$ cat src/rtl/l2_flush_engine_pkg.sv
// -----------------------------------------------------------------------------
// l2_flush_engine_pkg
//
// Shared definitions for the L2 flush sequencer:
//   * coherence state encodings stored in the L2 tag/state array
//   * request-out message encodings used to release lines to the directory
//   * the flush FSM state type
//   * helpers that decide whether a line is flushed and which message it uses
// -----------------------------------------------------------------------------
package l2_flush_engine_pkg;

    // Line coherence states as held in the tag/state array.
    localparam logic [1:0] ST_INVALID   = 2'd0;
    localparam logic [1:0] ST_SHARED    = 2'd1;
    localparam logic [1:0] ST_EXCLUSIVE = 2'd2;
    localparam logic [1:0] ST_MODIFIED  = 2'd3;

    // Request-out messages. PUTM carries dirty data, PUTS/PUTE are clean releases.
    localparam logic [1:0] REQ_PUTS = 2'd0;
    localparam logic [1:0] REQ_PUTE = 2'd1;
    localparam logic [1:0] REQ_PUTM = 2'd2;

    // Flush modes.
    localparam logic MODE_WRITEBACK = 1'b0;
    localparam logic MODE_FULL      = 1'b1;

    // Flush walk FSM states.
    typedef enum logic [2:0] {
        FL_IDLE     = 3'd0,
        FL_READ     = 3'd1,
        FL_CHECK    = 3'd2,
        FL_SEND_REQ = 3'd3,
        FL_SEND_INV = 3'd4,
        FL_WRITE    = 3'd5,
        FL_DONE     = 3'd6
    } flush_state_e;

    // A line takes part in the flush when it is dirty, or, in full mode,
    // whenever it holds any valid copy at all.
    function automatic logic line_selected(input logic [1:0] line_state,
                                           input logic       flush_mode);
        logic sel;
        sel = 1'b0;
        if (line_state == ST_MODIFIED) begin
            sel = 1'b1;
        end else if ((flush_mode == MODE_FULL) && (line_state != ST_INVALID)) begin
            sel = 1'b1;
        end else begin
            sel = 1'b0;
        end
        return sel;
    endfunction

    // Release message matching the state the line is being given up from.
    // INVALID never reaches this path; it maps to PUTS only to keep the
    // decode total.
    function automatic logic [1:0] coh_msg_for_state(input logic [1:0] line_state);
        logic [1:0] msg;
        case (line_state)
            ST_SHARED:    msg = REQ_PUTS;
            ST_EXCLUSIVE: msg = REQ_PUTE;
            ST_MODIFIED:  msg = REQ_PUTM;
            default:      msg = REQ_PUTS;
        endcase
        return msg;
    endfunction

endpackage

$ cat src/rtl/l2_flush_engine.sv
// -----------------------------------------------------------------------------
// l2_flush_engine
//
// L2 flush sequencer sitting between the flush request port and the L2
// tag/state array. After accepting a flush it walks every (set, way) in
// order, way innermost. Each line chosen by the flush mode is released to the
// directory on the request-out channel, invalidated in the private L1 and then
// marked INVALID in the array. A one-cycle flush_done_o pulse ends the walk.
//
// Ports
//   clk_i, rst_i            clock, synchronous active-high reset
//   flush_valid_i/ready_o   flush request handshake (ready only when idle
//                           and no L2 transactions are outstanding)
//   flush_mode_i            0 = writeback MODIFIED lines, 1 = all valid lines
//   mshr_empty_i            no outstanding L2 transactions
//   rd_en_o/set_o/way_o     array read request, data returns next cycle
//   rd_state_i/tag_i/line_i array read data
//   wr_en_o/set_o/way_o     array state write (always to INVALID)
//   wr_state_o
//   req_out_*               release message {msg, {tag,set}, data}
//   inval_*                 L1 invalidation of line address {tag,set}
//   busy_o                  walk in progress
//   flush_done_o            one-cycle pulse at the end of a walk
// -----------------------------------------------------------------------------
module l2_flush_engine
    import l2_flush_engine_pkg::*;
#(
    parameter  int unsigned SETS        = 256,
    parameter  int unsigned WAYS        = 8,
    parameter  int unsigned ADDR_BITS   = 32,
    parameter  int unsigned OFFSET_BITS = 4,
    parameter  int unsigned LINE_BITS   = 128,
    localparam int unsigned SET_BITS    = $clog2(SETS),
    localparam int unsigned WAY_BITS    = (WAYS > 1) ? $clog2(WAYS) : 1,
    localparam int unsigned TAG_BITS    = ADDR_BITS - SET_BITS - OFFSET_BITS,
    localparam int unsigned LADDR_BITS  = ADDR_BITS - OFFSET_BITS
) (
    input  logic                  clk_i,
    input  logic                  rst_i,

    input  logic                  flush_valid_i,
    output logic                  flush_ready_o,
    input  logic                  flush_mode_i,
    input  logic                  mshr_empty_i,

    output logic                  rd_en_o,
    output logic [SET_BITS-1:0]   rd_set_o,
    output logic [WAY_BITS-1:0]   rd_way_o,
    input  logic [1:0]            rd_state_i,
    input  logic [TAG_BITS-1:0]   rd_tag_i,
    input  logic [LINE_BITS-1:0]  rd_line_i,

    output logic                  wr_en_o,
    output logic [SET_BITS-1:0]   wr_set_o,
    output logic [WAY_BITS-1:0]   wr_way_o,
    output logic [1:0]            wr_state_o,

    output logic                  req_out_valid_o,
    input  logic                  req_out_ready_i,
    output logic [1:0]            req_out_coh_msg_o,
    output logic [LADDR_BITS-1:0] req_out_addr_o,
    output logic [LINE_BITS-1:0]  req_out_line_o,

    output logic                  inval_valid_o,
    input  logic                  inval_ready_i,
    output logic [LADDR_BITS-1:0] inval_addr_o,

    output logic                  busy_o,
    output logic                  flush_done_o
);

    localparam logic [SET_BITS-1:0] SET_ZERO = {SET_BITS{1'b0}};
    localparam logic [SET_BITS-1:0] SET_ONE  = SET_BITS'(1);
    localparam logic [SET_BITS-1:0] SET_LAST = SET_BITS'(SETS - 1);
    localparam logic [WAY_BITS-1:0] WAY_ZERO = {WAY_BITS{1'b0}};
    localparam logic [WAY_BITS-1:0] WAY_ONE  = WAY_BITS'(1);
    localparam logic [WAY_BITS-1:0] WAY_LAST = WAY_BITS'(WAYS - 1);

    // FSM and walk position
    flush_state_e          state_q, state_d;
    logic [SET_BITS-1:0]   set_q, set_d;
    logic [WAY_BITS-1:0]   way_q, way_d;
    logic                  mode_q, mode_d;

    // Payload of the line currently being released; held while valid is up
    logic [1:0]            msg_q, msg_d;
    logic [LADDR_BITS-1:0] addr_q, addr_d;
    logic [LINE_BITS-1:0]  line_q, line_d;

    // Registered output strobes
    logic                  rd_en_q;
    logic                  wr_en_q;
    logic                  req_valid_q;
    logic                  inval_valid_q;
    logic                  busy_q;
    logic                  done_q;

    // Combinational helpers
    logic                  accept_s;
    logic                  last_s;
    logic [SET_BITS-1:0]   set_inc_s;
    logic [WAY_BITS-1:0]   way_inc_s;

    // Walk position helpers: last-index detect and the next (set, way).
    // Way is the inner loop; the walk ends at the last index instead of
    // wrapping, so the increment is never applied past it.
    always_comb begin
        last_s    = (set_q == SET_LAST) && (way_q == WAY_LAST);
        set_inc_s = set_q;
        way_inc_s = way_q;
        if (way_q == WAY_LAST) begin
            way_inc_s = WAY_ZERO;
            set_inc_s = set_q + SET_ONE;
        end else begin
            way_inc_s = way_q + WAY_ONE;
            set_inc_s = set_q;
        end
    end

    // A flush can only be taken while idle with the MSHRs drained; a request
    // arriving at any other time is simply not acknowledged.
    always_comb begin
        flush_ready_o = (state_q == FL_IDLE) && mshr_empty_i;
        accept_s      = flush_valid_i && flush_ready_o;
    end

    // Next-state, walk position and payload capture.
    always_comb begin
        state_d = state_q;
        set_d   = set_q;
        way_d   = way_q;
        mode_d  = mode_q;
        msg_d   = msg_q;
        addr_d  = addr_q;
        line_d  = line_q;

        case (state_q)
            FL_IDLE: begin
                if (accept_s) begin
                    mode_d  = flush_mode_i;
                    set_d   = SET_ZERO;
                    way_d   = WAY_ZERO;
                    state_d = FL_READ;
                end else begin
                    state_d = FL_IDLE;
                end
            end

            FL_READ: begin
                state_d = FL_CHECK;
            end

            // Array data for the index read last cycle is on rd_*_i now.
            // Only selected lines are captured so the payload registers stay
            // quiet while skipping clean or invalid lines.
            FL_CHECK: begin
                if (line_selected(rd_state_i, mode_q)) begin
                    msg_d   = coh_msg_for_state(rd_state_i);
                    addr_d  = {rd_tag_i, set_q};
                    line_d  = rd_line_i;
                    state_d = FL_SEND_REQ;
                end else if (last_s) begin
                    state_d = FL_DONE;
                end else begin
                    set_d   = set_inc_s;
                    way_d   = way_inc_s;
                    state_d = FL_READ;
                end
            end

            FL_SEND_REQ: begin
                if (req_out_ready_i) begin
                    state_d = FL_SEND_INV;
                end else begin
                    state_d = FL_SEND_REQ;
                end
            end

            FL_SEND_INV: begin
                if (inval_ready_i) begin
                    state_d = FL_WRITE;
                end else begin
                    state_d = FL_SEND_INV;
                end
            end

            FL_WRITE: begin
                if (last_s) begin
                    state_d = FL_DONE;
                end else begin
                    set_d   = set_inc_s;
                    way_d   = way_inc_s;
                    state_d = FL_READ;
                end
            end

            FL_DONE: begin
                state_d = FL_IDLE;
            end

            default: begin
                state_d = FL_IDLE;
            end
        endcase
    end

    // State, payload and output strobe registers. Strobes are decoded from
    // the next state so each one is high for exactly the cycles its state is
    // occupied, while still coming straight out of a flop.
    always_ff @(posedge clk_i) begin
        if (rst_i) begin
            state_q       <= FL_IDLE;
            set_q         <= SET_ZERO;
            way_q         <= WAY_ZERO;
            mode_q        <= MODE_WRITEBACK;
            msg_q         <= 2'd0;
            addr_q        <= {LADDR_BITS{1'b0}};
            line_q        <= {LINE_BITS{1'b0}};
            rd_en_q       <= 1'b0;
            wr_en_q       <= 1'b0;
            req_valid_q   <= 1'b0;
            inval_valid_q <= 1'b0;
            busy_q        <= 1'b0;
            done_q        <= 1'b0;
        end else begin
            state_q       <= state_d;
            set_q         <= set_d;
            way_q         <= way_d;
            mode_q        <= mode_d;
            msg_q         <= msg_d;
            addr_q        <= addr_d;
            line_q        <= line_d;
            rd_en_q       <= (state_d == FL_READ);
            wr_en_q       <= (state_d == FL_WRITE);
            req_valid_q   <= (state_d == FL_SEND_REQ);
            inval_valid_q <= (state_d == FL_SEND_INV);
            busy_q        <= (state_d != FL_IDLE);
            done_q        <= (state_d == FL_DONE);
        end
    end

    // Output mapping. The read and write index are both the walk position;
    // they only matter while the matching enable is high.
    always_comb begin
        rd_en_o           = rd_en_q;
        rd_set_o          = set_q;
        rd_way_o          = way_q;
        wr_en_o           = wr_en_q;
        wr_set_o          = set_q;
        wr_way_o          = way_q;
        wr_state_o        = ST_INVALID;
        req_out_valid_o   = req_valid_q;
        req_out_coh_msg_o = msg_q;
        req_out_addr_o    = addr_q;
        req_out_line_o    = line_q;
        inval_valid_o     = inval_valid_q;
        inval_addr_o      = addr_q;
        busy_o            = busy_q;
        flush_done_o      = done_q;
    end

endmodule
$ cat config.mk
export PLATFORM = sky130hd
export DESIGN_NAME = l2_flush_engine
export DESIGN_NICKNAME = d
export VERILOG_FILES = /design/src/rtl/l2_flush_engine_pkg.sv /design/src/rtl/l2_flush_engine.sv
export SDC_FILE = /design/constraint.sdc
export NUM_CORES = 1
export LEC_CHECK = 0
export ABC_AREA = 1
export CAP_MARGIN = 20
export CORE_AREA = 5 5 143 145
export CTS_BUF_LIST = sky130_fd_sc_hd__clkbuf_8
export DETAILED_ROUTE_END_ITERATION = 8
export DIE_AREA = 0 0 148 150
export DONT_BUFFER_PORTS = 1
export GPL_ROUTABILITY_DRIVEN = 0
export GPL_TIMING_DRIVEN = 0
export HOLD_SLACK_MARGIN = 0.12
export MAX_ROUTING_LAYER = met4
export SLEW_MARGIN = 0
export SYNTH_ARGS = -nofsm -noshare
export SYNTH_HDL_FRONTEND = slang
export SYNTH_SLANG_ARGS = --single-unit
export TNS_END_PERCENT = 30
$ cat constraint.sdc
create_clock -name clk_i -period 1.8 [get_ports clk_i]
set_input_delay 0.36 -clock clk_i [delete_from_list [all_inputs] [get_ports clk_i]]
set_output_delay 0.36 -clock clk_i [all_outputs]
set_load 0.01 [all_outputs]
; ---- Yosys cells after proc, flatten, opt, wreduce, memory -nomap -nowiden
; Cells that the tools add are included.
[op_classes]
add_sub_neg = 2
n_eq_ne = 16
muxes = 20
reduce_logical = 11
[op_table]
columns = cell, n
row1 = two-way mux 8 bit, 4
row2 = case mux 8 bit (3 select lines), 1
row3 = two-way mux 3 bit, 7
row4 = equality test 3 bit (second input constant), 6
row5 = case mux 3 bit (6 select lines), 1
row6 = equality test 3 x 2 -> 1 bit (second input constant), 3
row7 = case mux 3 bit (3 select lines), 1
row8 = adder 8 x 1 -> 8 bit (second input constant), 1
row9 = equality test 8 bit (second input constant), 1
row10 = equality test 3 x 1 -> 1 bit (second input constant), 2
row11 = nonzero test 3 bit, 2
row12 = two-way mux 1 bit, 5
row13 = equality test 2 bit (second input constant), 2
row14 = logical AND 1 bit, 4
row15 = != test 2 bit (second input constant), 2
row16 = case mux 2 bit (2 select lines), 1
row17 = AND reduction 2 bit, 2
row18 = adder 3 x 1 -> 3 bit (second input constant), 1
row19 = zero test 3 bit, 1
row20 = AND reduction 3 bit, 1
row21 = nonzero test 2 bit, 1
[word_totals]
regBits = 179
inputBits = 157
out_inout_bits = 217

; ---- Logic depth before layout (Yosys ltp)
; Gate-level depths: netlist (run 1).
[depth]
ltp_word = 8
depth_mapped = 11
ltp_nobuf = 11

; ---- Least setup slack after synthesis (run 1)
; Ideal clock, no wire load.
[synth_timing]
path_type = register to register
startpoint = register way_q[0] (netlist: rd_way_o[0])
endpoint = register busy_q (netlist: busy_o)
setup_ps = 114
t_arrival_ps = 1534
required_ps = 1686
slack_ps = 152
path_stages_with_launch = 12
synth_period_minus_slack_ps = 1648
path_cell_list = dfxtp_1 ha_1 ha_1 inv_1 nor2_1 nand2_1 nand2_1 nand3_1 nor2_1 nand2_1 nand2_1 nand2_1
[synth_between]
elab_chain_len = 6
[synth_rtl]
columns = item, line
row1 = start: declaration, l2_flush_engine.sv:82  ; logic [WAY_BITS-1:0] way_q, way_d;
row2 = start signal: assignment, l2_flush_engine.sv:228  ; way_q <= way_d;
row3 = equality test 3 bit *, l2_flush_engine.sv:108  ; last_s = (set_q == SET_LAST) && (way_q == WAY_LAST);
row4 = logical AND 1 bit *, l2_flush_engine.sv:108
row5 = two-way mux 3 bit *, "l2_flush_engine.sv:162, l2_flush_engine.sv:188"
row6 = two-way mux 3 bit, l2_flush_engine.sv:157  ; if (line_selected(rd_state_i, mode_q)) begin
row7 = case mux 3 bit (6 select lines) *, l2_flush_engine.sv:137  ; case (state_q)
row8 = nonzero test 3 bit *, l2_flush_engine.sv:237  ; busy_q <= (state_d != FL_IDLE);
row9 = end signal: assignment, l2_flush_engine.sv:237
row10 = end: declaration, l2_flush_engine.sv:95  ; logic busy_q;
; Every way passes the cells marked *; elsewhere a longest branch is shown, timed or not.
; A chain may end at the register's enable or synchronous reset.

; ---- Worst setup path in the final report (run 1)
[layout_timing]
startpoint = input port rd_state_i[0]
endpoint = register line_q[81] (netlist: req_out_line_o[81])
[layout_between]
elab_chain_len = 6
word_cells_on_any_way = 7
classes_between = eq/ne (1) / mux (3) / reduce/logical (3)
[layout_rtl]
columns = item, line
row1 = start: declaration, l2_flush_engine.sv:49  ; input logic [1:0] rd_state_i,
row2 = nonzero test 2 bit, l2_flush_engine_pkg.sv:46  ; end else if ((flush_mode == MODE_FULL) && (line_state != ST_INVALID)) begin
row3 = logical AND 1 bit, l2_flush_engine_pkg.sv:46
row4 = two-way mux 1 bit, l2_flush_engine_pkg.sv:46
row5 = two-way mux 1 bit *, l2_flush_engine_pkg.sv:44  ; if (line_state == ST_MODIFIED) begin
row6 = two-way mux 1 bit *, l2_flush_engine.sv:137
row7 = AND reduction 2 bit (no source line) *, --
row8 = end signal: assignment, l2_flush_engine.sv:218  ; line_q <= {LINE_BITS{1'b0}};
row9 = end signal: assignment, l2_flush_engine.sv:232  ; line_q <= line_d;
row10 = end: declaration, l2_flush_engine.sv:88  ; logic [LINE_BITS-1:0] line_q, line_d;
; Every way passes the cells marked *; elsewhere a longest branch is shown, timed or not. The select of a mux whose other input is x is not followed.

==> metrics, run 1 <==
outcome=completed; VDD IR max=0.482 mV; Yosys warning count=0; total die area=0.0222 mm²; Top Ports=374; setup TNS=0 ps; count of different cell masters after synthesis=30; GR Overflow Total=0; most frequent cells in the layout=nor2_1 (326), dfxtp_1 (174), o21ai_0 (168); H-tree depth=4; 1st-pass router iterations=5; critical path cell sequence=dlygate4sd3_1 -> inv_1 -> nand2_1 -> nand2_1 -> inv_1 -> nand2_4 -> buf_4 -> buf_2 -> o21ai_0 -> nor2_1; post-synthesis mux area share=0%; leakage dissipation=0.00365 µW; Slew headroom=58.3%; crit share post-route=94.2%; antenna viol nets, final=0; antenna violations before repair=1; drt first-iter violations=305; clock skew=14.5 ps; largest net degree at the start of global routing=20; Synth Area in Compound Gates=13.4%; area of the mapped netlist=0.00695 mm²; routed length per placed instance=17.9 µm; CP max-delay cell=dlygate4sd3_1; max cap viols=0; Routed WL=23.6 mm; Worst Setup Start Kind=primary input; vias per std cell=4.96; worst min path class=primary input to flop; Final Core Density=48.6%; worst slew pin tran=625 ps; DP Wirelength=16.5 mm; Critical Path AT=2040 ps; Core ar.=0.0191 mm²; first-pass GRT wire length=34.5 mm; fmax=590 MHz; vias in the first global route=6,221; CP Capture Type=flop; CTS Root Cell=clkbuf_8; CP max FO=10; Layout Cell Area excl Fill=0.00927 mm²; Finish-stage setup viols=0; Largest stage delay, worst path=550 ps; Mapped Cells=897; Mean Syn Cell Area=7.74 µm²; TritonCTS clock tree=built; Die X=148 µm; Power Dens Cells=877 mW/mm²; sequential share of the synthesized area=51.6%; final critical-path required period=1700 ps; final hold vios=0; TritonCTS sink count=179; Slew Limit Fails=0; largest family of logic cells by synthesized area=simple AND/OR/NAND/NOR gates; layout cells sized above 1=12.1%; clk slew on worst S/H paths=100 ps; GRT Overall Usage=20.4%; area post-placement=0.00725 mm²; Die Height=150 µm; CTS Buf Count=17; via count=6,556; Synth Register Bits=179; layout net count=1,231; PortBufs=0; leading cell type in the layout, fill and taps excluded=nor2_1; row cnt=51; fillers=1,818; Post-Synth Simple-Gate Area=23.3%; Setup WS post-layout=105 ps; Req. time, crit path=2140 ps; xor-xnor portion of the synthesized cell area=0.504%; unrepaired setup endpoints after global routing=false; Layout area overhead=33.4%; Initial Util=36.4%; WS Path Type=primary input to flop; post-placement setup slack=-109 ps; Clock Tree Buf Depth=2; post-synthesis adder-cell area fraction=0.540%; clk_lat worst skew=460 ps; Hold Slack=256 ps; DR DRC count=0
-- cell usage after synthesis --
library cell | instances | share of area, %
ha_1 | 3 | 0.54
nor2_2 | 1 | 0.090
nand4_1 | 1 | 0.090
dfxtp_1 | 179 | 52
inv_4 | 2 | 0.18
buf_4 | 42 | 4.5
conb_1 | 1 | 0.054
o21ai_0 | 169 | 12
buf_1 | 2 | 0.11
nand2_1 | 44 | 2.4
inv_1 | 26 | 1.4
a21oi_1 | 14 | 1.0
nor2_1 | 328 | 18
clkinv_1 | 1 | 0.054
inv_2 | 1 | 0.054
nand3_2 | 2 | 0.29
clkbuf_2 | 6 | 0.43
clkbuf_1 | 16 | 0.86
nand3_4 | 1 | 0.25
nor3_1 | 3 | 0.22
o211ai_1 | 1 | 0.11
o21bai_1 | 1 | 0.11
xor2_1 | 4 | 0.50
nor2_4 | 2 | 0.32
buf_6 | 11 | 1.8
buf_2 | 16 | 1.2
nand2_2 | 3 | 0.27
nand3_1 | 13 | 0.94
nor2_8 | 1 | 0.29
nand2_4 | 3 | 0.49
-- registers in the layout, indices dropped and copies added (netlist names), 2 cells and up --
signal	cells
rd_set_o	8
rd_way_o	3
inval_addr_o	28
state_q	3
req_out_line_o	128
req_out_coh_msg_o	2
-- metal layers --
metal	wire (µm)	track usage, %	up-vias	part of all wire, %
li1	-	-	3171	-
met1	9370	23.7	3016	40
met2	11800	34.1	321	50
met3	1900	5.75	48	8.0
met4	561	6.97	0	2.4
met5	0	-	-	0
-- logic make-up (layout without fill, tap and decap cells) --
group / after synthesis / in the layout
AOI/OAI and AO/OA: 185 / 185
xor gates and xnor gates: 4 / 4
adders and majority gates: 3 / 3
buffers and inverters: 123 / 309
DFF: 179 / 179
other: 1 / 3
and+or+nand+nor: 402 / 402
-- report_power, final --
part / leakage [µW] / switching (µW) / internal [µW]
clock: 0.000224 / 1700 / 1330
sequential: 0.00145 / 166 / 4080
combinational: 0.00198 / 422 / 432
-- worst paths after layout --
kind	from	endpoint	slack [ps]	depth (start not counted)
setup / recovery	rd_state_i[0]	req_out_line_o[81]	100	10
hold / removal	req_out_ready_i	state_q[2]	260	4
setup reg to reg	rd_set_o[4]	busy_o	150	9
hold reg to reg	mode_q	mode_q	460	2
-- stage by stage --
step | total power [µW] | cells
floorplan | 4740 | 898
detailed placement | 4890 | 1136
CTS | 8240 | 1322
global placement | 4890 | 1136
global route | 8480 | 1323
finish | 8130 | 1323
-- cell type report --
cell class / count / area, µm² / area share [%]
Sequential cell: 179 / 3590 / 38.8
Multi-Input combinational cell: 596 / 2650 / 28.6
Timing Repair Buffer: 154 / 1540 / 16.6
Buffer: 93 / 617 / 6.66
Tap cell: 238 / 298 / 3.21
Clock buffer: 17 / 234 / 2.52
Clock inverter: 15 / 214 / 2.31
Inverter: 30 / 118 / 1.27
Antenna cell: 1 / 2.50 / 0.0270
-- repair_timing --
action,in CTS,in global routing
resized for setup,4,8
hold buffers,154,0
setup buffers,0,0
setup endpoints to repair,16,18
hold endpoints to repair,154,0
-- critical path: cells and delay by family --
family,cells,cell delay [ps]
buffers and inverters,5,1090
AND/OR/NAND/NOR,4,330
AO/OA/AOI/OAI,1,250
Note: power is estimated with default switching activity, not from simulation.
==> run 2: changes to the inputs <==
--- a/config.mk
+++ b/config.mk
@@ -14,7 +14,7 @@
 export DONT_BUFFER_PORTS = 1
 export GPL_ROUTABILITY_DRIVEN = 0
 export GPL_TIMING_DRIVEN = 0
-export HOLD_SLACK_MARGIN = 0.12
+export HOLD_SLACK_MARGIN = 0.03
 export MAX_ROUTING_LAYER = met4
 export SLEW_MARGIN = 0
 export SYNTH_ARGS = -nofsm -noshare
==> run 2 against run 1 <==
Effect of this change: routed wire length is 7.0% lower; non-clock buffer count is 111 lower; sequential share of layout area increased by 5.3 points; global-route usage fell by 1.4 points; sequential power hardly changed; critical path type is now flop to flop; largest cell class unchanged; largest power group unchanged.
==> metrics, run 2 (synthesized netlist as in run 1, its figures left out) <==
Layout area overhead=17.5%; path depth of the worst reg2reg path=9 (unchanged); met2 Track Usage GR=30.5% (-3.6 points); first-pass GRT wire length=31.9 mm (-7.3%); critical path's most frequent cell=nand2_1; FF-to-FF End=busy_o; vias per std cell=4.88 (-1.5%); Layout Cell Area excl Fill=0.00816 mm² (-12%); antenna violations before repair=1 (unchanged); Initial Util=36.4% (unchanged); H-tree depth=4 (unchanged); global routing's busiest layer=met2; Critical Path Start=rd_set_o[2]; Final Core Density=42.8% (-5.8 points); Finish-stage setup viols=0 (unchanged); CP max FO=7 (-3); DR DRC count=0 (unchanged); r2r setup slk=150 ps (about the same); 1st-pass router iterations=4 (-1); Core ar.=0.0191 mm² (unchanged); WS Path Type=flop to flop; met1 Resource Use GR=23.7% (-0.090 points); worst min path class=primary input to flop; crit share post-route=91.7% (-2.5 points); max FFs per register=128 (unchanged); leading cell type in the layout, fill and taps excluded=nor2_1; CTS Buf Count=17 (unchanged); layout cells sized above 1=13.6% (+1.5 points); layout net count=1,120 (-9.0%); routed length per placed instance=18.1 µm (+1.3%); Power Dens Cells=970 mW/mm² (+11%); GR Overflow Total=0 (unchanged); worst path buffer plus inverter count=0 (-5); unrepaired setup endpoints after global routing=false; Routed WL=22.0 mm (-7.0%); area post-placement=0.00725 mm² (unchanged); Critical Path AT=2010 ps (-30 ps); GRT Overall Usage=19.1% (-1.4 points); row cnt=51 (unchanged); Setup crit end=busy_o; M3 GR Usage=5.42% (-0.33 points); final hold vios=0 (unchanged); Top Family by Delay on Critical Path=simple AND/OR/NAND/NOR gates; max cap viols=0 (unchanged); DP Wirelength=16.5 mm (unchanged); leakage dissipation=0.00319 µW (-13%); Clock Tree Buf Depth=2 (unchanged); outcome=completed; Largest stage delay, worst path=570 ps (+20 ps); Die Height=150 µm (unchanged); Req. time, crit path=2160 ps (+20 ps); critical path cell sequence=nand2_1 -> nor2_4 -> nand2_1 -> nand2_1 -> nand3_1 -> nor2_2 -> nand2_1 -> nand2_1 -> nand2_1; clk_lat worst skew=460 ps (about the same); Worst path depth=9 (-1); Top Ports=374 (unchanged); Worst Setup Start Kind=flop; clk slew on worst S/H paths=110 ps (about the same); worst slew pin tran=628 ps (+2.82 ps); most frequent cells in the layout=nor2_1 (326), dfxtp_1 (173), o21ai_0 (169); Slew headroom=58.1% (-0.19 points); Post-CTS Setup Bufs=0 (unchanged); via count=5,924 (-9.6%); Die X=148 µm (unchanged); worst reg2reg startpoint=rd_set_o[2]; CTS Root Cell=clkbuf_8; PortBufs=0 (unchanged); drt first-iter violations=295 (-3.3%); clock skew=19.0 ps (+4.58 ps); vias in the first global route=5,450 (-12%); final critical-path required period=1650 ps (-45.3 ps); antenna viol nets, final=0 (unchanged); CP max-delay cell=dfxtp_1; total die area=0.0222 mm² (unchanged); largest net degree at the start of global routing=20 (unchanged); CP Capture Type=flop; TritonCTS sink count=179 (unchanged); TritonCTS clock tree=built; Slew Limit Fails=0 (unchanged); VDD IR max=0.431 mV (-11%); fmax=606 MHz (+2.7%)
## run 2: cell types whose count changed in the layout (fill, tap and decap cells not counted), sizes merged
cell	change
diode	+2
dlygate4sd3	-111
## run 2: worst min-delay path by stage
stage / startpoint / end / slack (ps) / cells after the start
finish: rd_line_i[113] / req_out_line_o[113] / 70 / 2
floorplan: rst_i / rd_set_o[7] / 430 / 1
global route: rd_line_i[126] / req_out_line_o[126] / 30 / 2
CTS: rd_line_i[113] / req_out_line_o[113] / 30 / 2
global placement: rst_i / rd_set_o[7] / 430 / 1
detailed placement: rst_i / rd_set_o[7] / 430 / 1
## run 2: power by group
part	switching (µW)	internal, µW	total [µW]
Clock	1710	1330	3040
Sequential	163	4080	4240
Combinational	368	272	640
## run 2: final cells by class
cell class / instances / area (µm²)
timing repair buffer: 43 / 430
clock inverter: 15 / 214
fill: 1984 / 10900
buffer: 93 / 617
tap: 238 / 298
antenna: 3 / 7.51
multi-input combinational: 596 / 2650
sequential: 179 / 3600
inverter: 30 / 118
clock buffer: 17 / 234
## run 2: what timing repair did
action,CTS,global route
hold endpoints to repair,44,0
hold buffers,43,0
endpoints found under the setup margin,16,17
gates resized for setup,4,8
## run 2: layer usage
| layer | part of all wire [%] | vias up |
|---|---|---|
| met5 | 0 | - |
| met3 | 7.7 | 22 |
| li1 | - | 2953 |
| met1 | 42 | 2718 |
| met4 | 1.4 | 0 |
| met2 | 49 | 231 |
## run 2: metrics by stage
step                      TNS (ps)  instances  power (µW)  hold slack (ps)  setup WS (ps)
after floorplan                  0        898        4740              429            152
after global placement        -434       1136        4890              432           -112
after detailed placement     -1550       1136        4890              434           -109
after CTS                        0       1211        8040             30.1           14.2
after global routing             0       1212        8270             31.4           12.6
final                            0       1214        7920             71.7            150
## run 2: worst register-to-register path, stage by stage (launching register included)
cell and delay [ps]:
dfxtp_1 570, nand2_1 180, nor2_4 220, nand2_1 90, nand2_1 60, nand3_1 100
nor2_2 150, nand2_1 90, nand2_1 60, nand2_1 50
